`src/rtl/bm_keys_pkg.sv`:
```
// PS/2 set-2 scan codes and decoder state encoding shared by the key decoder.
package bm_keys_pkg;

  localparam logic [7:0] SC_EXT   = 8'hE0;
  localparam logic [7:0] SC_BRK   = 8'hF0;
  localparam logic [7:0] SC_BAT   = 8'hAA;
  localparam logic [7:0] SC_UP    = 8'h75;
  localparam logic [7:0] SC_RIGHT = 8'h74;
  localparam logic [7:0] SC_DOWN  = 8'h72;
  localparam logic [7:0] SC_LEFT  = 8'h6B;
  localparam logic [7:0] SC_SPACE = 8'h29;
  localparam logic [7:0] SC_W     = 8'h1D;
  localparam logic [7:0] SC_A     = 8'h1C;
  localparam logic [7:0] SC_S     = 8'h1B;
  localparam logic [7:0] SC_D     = 8'h23;

  typedef enum logic [1:0] {
    KS_IDLE    = 2'd0,
    KS_EXT     = 2'd1,
    KS_BRK     = 2'd2,
    KS_EXT_BRK = 2'd3
  } ks_state_e;

  // Bit positions inside the 4-bit direction vectors.
  localparam int DIR_UP    = 0;
  localparam int DIR_RIGHT = 1;
  localparam int DIR_DOWN  = 2;
  localparam int DIR_LEFT  = 3;

  function automatic logic [3:0] arrow_mask(input logic [7:0] code);
    logic [3:0] m;
    m = 4'b0000;
    case (code)
      SC_UP:    m = 4'b0001;
      SC_RIGHT: m = 4'b0010;
      SC_DOWN:  m = 4'b0100;
      SC_LEFT:  m = 4'b1000;
      default:  m = 4'b0000;
    endcase
    return m;
  endfunction

  function automatic logic [3:0] wasd_mask(input logic [7:0] code);
    logic [3:0] m;
    m = 4'b0000;
    case (code)
      SC_W:    m = 4'b0001;
      SC_D:    m = 4'b0010;
      SC_S:    m = 4'b0100;
      SC_A:    m = 4'b1000;
      default: m = 4'b0000;
    endcase
    return m;
  endfunction

endpackage

```
`src/rtl/prefix_timer.sv`:
```
// Saturating up-counter timing how long a prefix byte has waited for its follower.
module prefix_timer #(
  parameter int TIMEOUT_CYCLES = 2_500_000,
  localparam int TW = $clog2(TIMEOUT_CYCLES + 1)
) (
  input  logic clk,
  input  logic reset,
  input  logic run,
  input  logic clear,
  output logic expired
);

  localparam logic [TW-1:0] LAST = TW'(TIMEOUT_CYCLES - 1);

  logic [TW-1:0] cnt_q, cnt_d;

  always_comb begin
    cnt_d = cnt_q;
    if (clear || !run) cnt_d = '0;
    else if (cnt_q != LAST) cnt_d = cnt_q + 1'b1;
  end

  always_ff @(posedge clk or posedge reset) begin
    if (reset) cnt_q <= '0;
    else       cnt_q <= cnt_d;
  end

  // Expiry lands exactly TIMEOUT_CYCLES cycles after the prefix was accepted.
  assign expired = run && (cnt_q == LAST);

endmodule

```
`src/rtl/ps2_key_decoder.sv`:
```
// PS/2 set-2 byte stream -> held direction flags, bomb pulse and sequence-error pulse.
// Optional KEY_WASD_EN adds W/A/S/D as a second, independent source of direction flags.
module ps2_key_decoder #(
  parameter int TIMEOUT_CYCLES = 2_500_000
) (
  input  logic       clk,
  input  logic       reset,
  input  logic       rx_valid,
  input  logic [7:0] rx_data,
  output logic       key_up,
  output logic       key_right,
  output logic       key_down,
  output logic       key_left,
  output logic       bomb_pulse,
  output logic       seq_error
);
  import bm_keys_pkg::*;

  ks_state_e  state_q, state_d;
  logic [3:0] arrow_q, arrow_d;
  logic [3:0] keys_q, keys_d;
  logic       space_q, space_d;
  logic       bomb_q, bomb_d;
  logic       err_q, err_d;
  logic       tmo;
`ifdef KEY_WASD_EN
  logic [3:0] wasd_q, wasd_d;
`endif

  prefix_timer #(.TIMEOUT_CYCLES(TIMEOUT_CYCLES)) u_timer (
    .clk     (clk),
    .reset   (reset),
    .run     (state_q != KS_IDLE),
    .clear   (rx_valid),
    .expired (tmo)
  );

  always_comb begin
    state_d = state_q;
    arrow_d = arrow_q;
    space_d = space_q;
    bomb_d  = 1'b0;
    err_d   = 1'b0;
`ifdef KEY_WASD_EN
    wasd_d  = wasd_q;
`endif
    // A byte arriving on the expiry cycle takes precedence over the timeout.
    if (rx_valid) begin
      case (state_q)
        KS_IDLE: begin
          case (rx_data)
            SC_EXT:   state_d = KS_EXT;
            SC_BRK:   state_d = KS_BRK;
            SC_SPACE: begin
              bomb_d  = !space_q;
              space_d = 1'b1;
            end
            SC_BAT: begin
              arrow_d = '0;
              space_d = 1'b0;
`ifdef KEY_WASD_EN
              wasd_d  = '0;
`endif
            end
            default: begin
`ifdef KEY_WASD_EN
              wasd_d = wasd_q | wasd_mask(rx_data);
`endif
            end
          endcase
        end
        KS_EXT: begin
          case (rx_data)
            SC_BRK:  state_d = KS_EXT_BRK;
            SC_EXT:  state_d = KS_EXT;
            default: begin
              arrow_d = arrow_q | arrow_mask(rx_data);
              state_d = KS_IDLE;
            end
          endcase
        end
        KS_BRK: begin
          case (rx_data)
            SC_BRK: state_d = KS_BRK;
            SC_EXT: begin
              state_d = KS_EXT;
              err_d   = 1'b1;
            end
            SC_SPACE: begin
              space_d = 1'b0;
              state_d = KS_IDLE;
            end
            default: begin
`ifdef KEY_WASD_EN
              wasd_d = wasd_q & ~wasd_mask(rx_data);
`endif
              state_d = KS_IDLE;
            end
          endcase
        end
        default: begin
          arrow_d = arrow_q & ~arrow_mask(rx_data);
          state_d = KS_IDLE;
        end
      endcase
    end else if (tmo) begin
      state_d = KS_IDLE;
      err_d   = 1'b1;
    end
`ifdef KEY_WASD_EN
    keys_d = arrow_d | wasd_d;
`else
    keys_d = arrow_d;
`endif
  end

  always_ff @(posedge clk or posedge reset) begin
    if (reset) begin
      state_q <= KS_IDLE;
      arrow_q <= '0;
      keys_q  <= '0;
      space_q <= 1'b0;
      bomb_q  <= 1'b0;
      err_q   <= 1'b0;
`ifdef KEY_WASD_EN
      wasd_q  <= '0;
`endif
    end else begin
      state_q <= state_d;
      arrow_q <= arrow_d;
      keys_q  <= keys_d;
      space_q <= space_d;
      bomb_q  <= bomb_d;
      err_q   <= err_d;
`ifdef KEY_WASD_EN
      wasd_q  <= wasd_d;
`endif
    end
  end

  assign key_up     = keys_q[DIR_UP];
  assign key_right  = keys_q[DIR_RIGHT];
  assign key_down   = keys_q[DIR_DOWN];
  assign key_left   = keys_q[DIR_LEFT];
  assign bomb_pulse = bomb_q;
  assign seq_error  = err_q;

endmodule
```
`config.mk`:
```
export PLATFORM = sky130hd
export DESIGN_NAME = ps2_key_decoder
export DESIGN_NICKNAME = d
export VERILOG_FILES = /design/src/rtl/bm_keys_pkg.sv /design/src/rtl/prefix_timer.sv /design/src/rtl/ps2_key_decoder.sv
export SDC_FILE = /design/constraint.sdc
export NUM_CORES = 1
export LEC_CHECK = 0
export CORE_AREA = 5 5 63 65
export CTS_BUF_LIST = sky130_fd_sc_hd__clkbuf_16
export DETAILED_ROUTE_END_ITERATION = 6
export DIE_AREA = 0 0 68 70
export PLACE_DENSITY = 0.82
export SYNTH_ARGS = -nofsm -noshare
export SYNTH_HDL_FRONTEND = slang
export SYNTH_SLANG_ARGS = --single-unit
```
`constraint.sdc`:
```
create_clock -name clk -period 2.14 [get_ports clk]
set_clock_uncertainty 0.15 [all_clocks]
set_input_delay 0.642 -clock clk [delete_from_list [all_inputs] [get_ports clk]]
set_output_delay 0.642 -clock clk [all_outputs]
set_load 0.02 [all_outputs]
```
Yosys cells after proc, flatten, opt, wreduce, memory -nomap -nowiden
Cells that the tools add are included.
{"block": "totals", "register_bits": 31, "in_bits": 11, "out_inout_bits": 6, "elab_cells": 69}
{"block": "op_classes", "add_sub_neg": 1, "eq_ne": 17, "n_mux": 27, "bitwise_logic": 4, "reduce_logical": 14}
{"op": "2-to-1 mux 22 bit", "count": 2}
{"op": "equality test 8 x 7 -> 1 bit, second input constant", "count": 4}
{"op": "2-to-1 mux 4 bit", "count": 7}
{"op": "equality test 8 bit, second input constant", "count": 3}
{"op": "adder 22 x 1 -> 22 bit, second input constant", "count": 1}
{"op": "equality test 22 bit, second input constant", "count": 1}
{"op": "inequality test 22 bit, second input constant", "count": 1}
{"op": "one-hot mux 4 bit (4 select lines)", "count": 1}
{"op": "one-hot mux 2 bit (2 select lines)", "count": 3}
{"op": "one-hot mux 4 bit (3 select lines)", "count": 1}
{"op": "equality test 8 x 6 -> 1 bit, second input constant", "count": 1}
{"op": "2-to-1 mux 1 bit", "count": 8}
{"op": "AND reduction 4 bit", "count": 2}
{"op": "nonzero test 2 bit", "count": 4}
{"op": "one-hot mux 2 bit (3 select lines)", "count": 1}
{"op": "AND 4 bit", "count": 1}
{"op": "2-to-1 mux 2 bit", "count": 2}
{"op": "inequality test 2 x 1 -> 1 bit, second input constant", "count": 2}
{"op": "inequality test 4 x 2 -> 1 bit, second input constant", "count": 1}
{"op": "inverter 4 bit", "count": 1}
{"op": "OR 4 bit", "count": 1}
{"op": "one-hot mux 1 bit (2 select lines)", "count": 2}
{"op": "inequality test 3 x 1 -> 1 bit, second input constant", "count": 1}
{"op": "OR reduction 3 bit", "count": 1}
{"op": "10 further kinds", "count": 11}

Longest topological paths before layout
{"block": "logic_depth", "depth_word": 8, "ltp_mapped": 7, "ltp_nobuf": 6}

Modules after synthesis
A second synthesis with hierarchy kept.
{"block": "hier_totals", "hier_cells": 203, "hier_area_um2": 1894.3}
{"module": "prefix_timer", "n_inst": 1, "cells_each": 134, "area_each_um2": 1238.7, "seq_area_each_um2": 550.5}
{"module": "ps2_key_decoder", "n_inst": 1, "cells_each": 69, "area_each_um2": 655.6, "seq_area_each_um2": 225.2}

Worst setup path before layout
OpenSTA, ideal clock, no wires.
{"block": "synth_timing", "path_type": "input to register", "start": "input rx_data[2]", "end": "register keys_q[3]", "setup_ns": 0.079, "t_arrival_ns": 1.866, "t_required_ns": 1.911, "path_slack_ns": 0.044, "cell_stages": 5, "n_path_buf": 0, "cell_sequence": "nand4bb_1 > nor4b_4 > nor2_1 > a2111oi_0 > a2bb2oi_1"}
{"block": "synth_via", "elab_chain_cells": 8, "elab_cells_between_ends": 22, "cone_classes": "9 x eq/ne; 8 x mux; 3 x bitwise; 2 x reduce/logical"}
{"element": "start, declared", "line_no": "ps2_key_decoder.sv:9", "text": "input logic [7:0] rx_data,"}
{"element": "equality test 8 x 7 -> 1 bit", "line_no": "bm_keys_pkg.sv:33", "text": "case (code)"}
{"element": "one-hot mux 4 bit (4 select lines)", "line_no": "bm_keys_pkg.sv:33"}
{"element": "2-to-1 mux 4 bit", "line_no": "ps2_key_decoder.sv:73", "text": "case (rx_data)"}
{"element": "2-to-1 mux 4 bit", "line_no": "ps2_key_decoder.sv:49", "text": "case (state_q)"}
{"element": "2-to-1 mux 4 bit", "line_no": "ps2_key_decoder.sv:48", "text": "if (rx_valid) begin"}
{"element": "OR 4 bit", "line_no": "ps2_key_decoder.sv:77", "text": "arrow_d = arrow_q | arrow_mask(rx_data);"}
{"element": "2-to-1 mux 4 bit", "line_no": "ps2_key_decoder.sv:73"}
{"element": "one-hot mux 4 bit (3 select lines)", "line_no": "ps2_key_decoder.sv:49"}
{"element": "end signal, assigned", "line_no": "ps2_key_decoder.sv:131", "text": "keys_q <= keys_d;"}
{"element": "end, declared", "line_no": "ps2_key_decoder.sv:21", "text": "logic [3:0] keys_q, keys_d;"}
Parallel ways exist; a longest one is shown, timed or not. The select of a mux whose other input is x is not followed.
A chain may end at the register's enable or synchronous reset.

Final worst setup path
{"block": "layout_timing", "start": "input rx_data[0]", "end": "register keys_q[0]"}
Same word-level chain as after synthesis.

==> results_dict.tcl <==
set metrics [dict create \
    outcome "finished clean" \
    cp.required_ps 2160 \
    timing.fmax_ghz 0.472 \
    row_count 21 \
    dieHeight_um 70 \
    finalHoldViolCount 0 \
    placed_area_um2 2180 \
    end_kind "flop" \
    whs_path_depth 1 \
    dieArea_um2 4760 \
    ys_seq_elements 31 \
    antenna_found_initial 0 \
    leakage_nw 0.995 \
    start_kind "input port" \
    wl_per_cell_um 15.6 \
    drc 0 \
    drt_first_pass_iters 4 \
    final.setup.tns_ps 0 \
    drive_gt1_share_pct 21.5 \
    io_pins 17 \
    placed_cells 280 \
    finalNonFillerCells 288 \
    syn_inst 194 \
    nNetsFinal 254 \
    cts_buffers 5 \
    numPortBuffers 16 \
    critPathKind "in -> reg" \
    crit_path_max_fanout 3 \
    ir_drop_mv 0.455 \
    cts_buffer_depth 2 \
    syn-cell-area_um2 1760 \
    async_reset_ff_share_pct 100 \
    pre_cts_ws_ps -578 \
    avgSynthCellArea_um2 9.09 \
    start_util_pct 53.7 \
    track_usage_pct 20.5 \
    area_growth_pct 36.6 \
    place_congestion 0.825 \
    num_vias 1653 \
    synth.top_cell.area_share_pct 44.0 \
    avgViaCountPerCell 5.74 \
    ys_seq_area_share_pct 44.0 \
    min_period_over_period_pct 99.0 \
    grt_pass1_wl_um 7460 \
    synth.distinct_cells 38 \
    setup_viol 0 \
    coreArea_um2 3280 \
    tightest_slew_ps 479 \
    grt_max_degree 32 \
    grt_pass1_vias 1640 \
    fillers 239 \
    postLayoutCellArea_um2 2410 \
    ys_warn_count 0 \
    antenna_cells 0 \
    clock-sinks 31 \
    rsz0062_at_grt "yes" \
    htree_levels 2 \
    wirelength_um 4510 \
    final_core_util_pct 73.3 \
    relSlewSlack_pct 67.6 \
    hpwl_um 2840 \
    arrival_ps 2130 \
    dr.first_iter.drc_count 145 \
    slew_viol_final 0 \
    fin_crit_ps 2120 \
    synthFlopType "dfrtp_1" \
    die_w_um 68 \
    tritoncts "yes" \
    layout_setup_ws_ps 22.4 \
    ys_top_cells_by_area "dfrtp_1 (44%), xnor2_1 (6.0%), nor2_1 (5.3%)" \
    path_clk_slew_ps 50 \
    yosys.area.top_type "dfrtp_1" \
    synth_common_cells "dfrtp_1 (31), nor2_1 (25), nand3_1 (15)" \
    grt.overflow.total 0 \
    cts_root_buf "clkbuf_16" \
    synth_edf_count 0 \
    syn_nets 206 \
    yosysMostFrequentCell "dfrtp_1" \
    cap_violations 0 \
    antenna_left 0 \
    min_path_type "reg -> reg" \
    reg2reg_depth 5 \
    powerDensity_nw_per_um2 569 \
    clk-insertion-delay-late_ps 280 \
]
==> flip-flops by register name (all words and copies together) (netlist names) <==
name,flops
space_q,1
state_q,2
keys_q,4
u_timer.cnt_q,22
seq_error,1
bomb_pulse,1
==> final timing paths <==
path / startpoint / slack [ps] / endpoint
min: space_q / 290 / bomb_pulse
max reg2reg: u_timer.cnt_q[6] / 70 / u_timer.cnt_q[19]
min in group asynchronous: reset / 590 / keys_q[3]
min reg2reg: space_q / 290 / bomb_pulse
max: rx_data[0] / 20 / keys_q[0]
max in group asynchronous: reset / 950 / u_timer.cnt_q[3]
==> layout by cell type (no fill, tap or decap), types with 2 or more instances in the layout <==
cell type	synthesis	final
dlygate4sd2_1	0	6
dfrtp_1	31	31
clkbuf_16	0	5
nor4_4	2	2
nand2b_1	5	4
or3_1	7	7
nor3_1	8	7
clkdlybuf4s50_1	0	9
xnor2_1	12	12
o21ai_0	10	10
nor2_1	25	25
nor4b_4	1	3
a21oi_1	9	9
mux2i_1	2	2
xor2_1	2	2
or4_1	4	4
nand2_1	13	13
nand4_1	8	8
nor4_1	4	3
nand3_1	15	14
and3_1	4	4
inv_1	7	7
o21a_1	2	2
buf_4	0	31
==> per-layer routing <==
layer | up-vias | track usage [%] | share of wire [%]
met5 | - | 0 | 0
met4 | 0 | 11.0 | 2.1
met3 | 10 | 3.69 | 5.6
met2 | 57 | 33.0 | 51
met1 | 796 | 25.4 | 41
li1 | 790 | - | -
==> report_power, final <==
part           total (mW)  switching [mW]  leakage (nW)  internal (mW)
sequential          0.594         0.00266         0.433          0.592
combinational       0.116          0.0663         0.496         0.0499
clock               0.660           0.244        0.0671          0.417
==> metrics by stage <==
step           hold WS [ps]  power (mW)
6_report                293        1.37
5_1_grt                 312        1.42
2_1_floorplan           262       0.650
3_3_place_gp            279       0.705
3_5_place_dp            277       0.708
4_1_cts                 297        1.38
==> cells by family after synthesis <==
group	after synthesis	share of synthesized area, %
simple gates	104	33.7
flops	31	44.0
compound gates	28	9.58
xor+xnor	14	6.96
buf+inv	14	3.90
mux	2	1.14
fa+ha+maj	1	0.710
==> cell type report <==
class,count,area [um^2],share of cell area [%]
multi-input cells,149,1010,41.8
flip-flops and latches,31,776,32.2
repair buffers,48,408,16.9
clock buffers,5,125,5.19
well taps,46,57.6,2.39
inverters,7,26.3,1.09
clock inverters,2,8.76,0.364
==> critical path, stage by stage <==
cell and delay [ps]:
dlygate4sd2_1 260, nand4bb_4 240, or4_1 590, a22o_1 250
nor2_1 110, nor3_1 50
==> repair_timing <==
item / CTS / global route
setup endpoints to repair: 8 / 7
hold buffers: 0 / 0
gates cloned: 0 / 0
buffers inserted: 0 / 1
resized for setup: 12 / 8
pin swaps: 3 / 4
(Power assumes the default switching activity.)
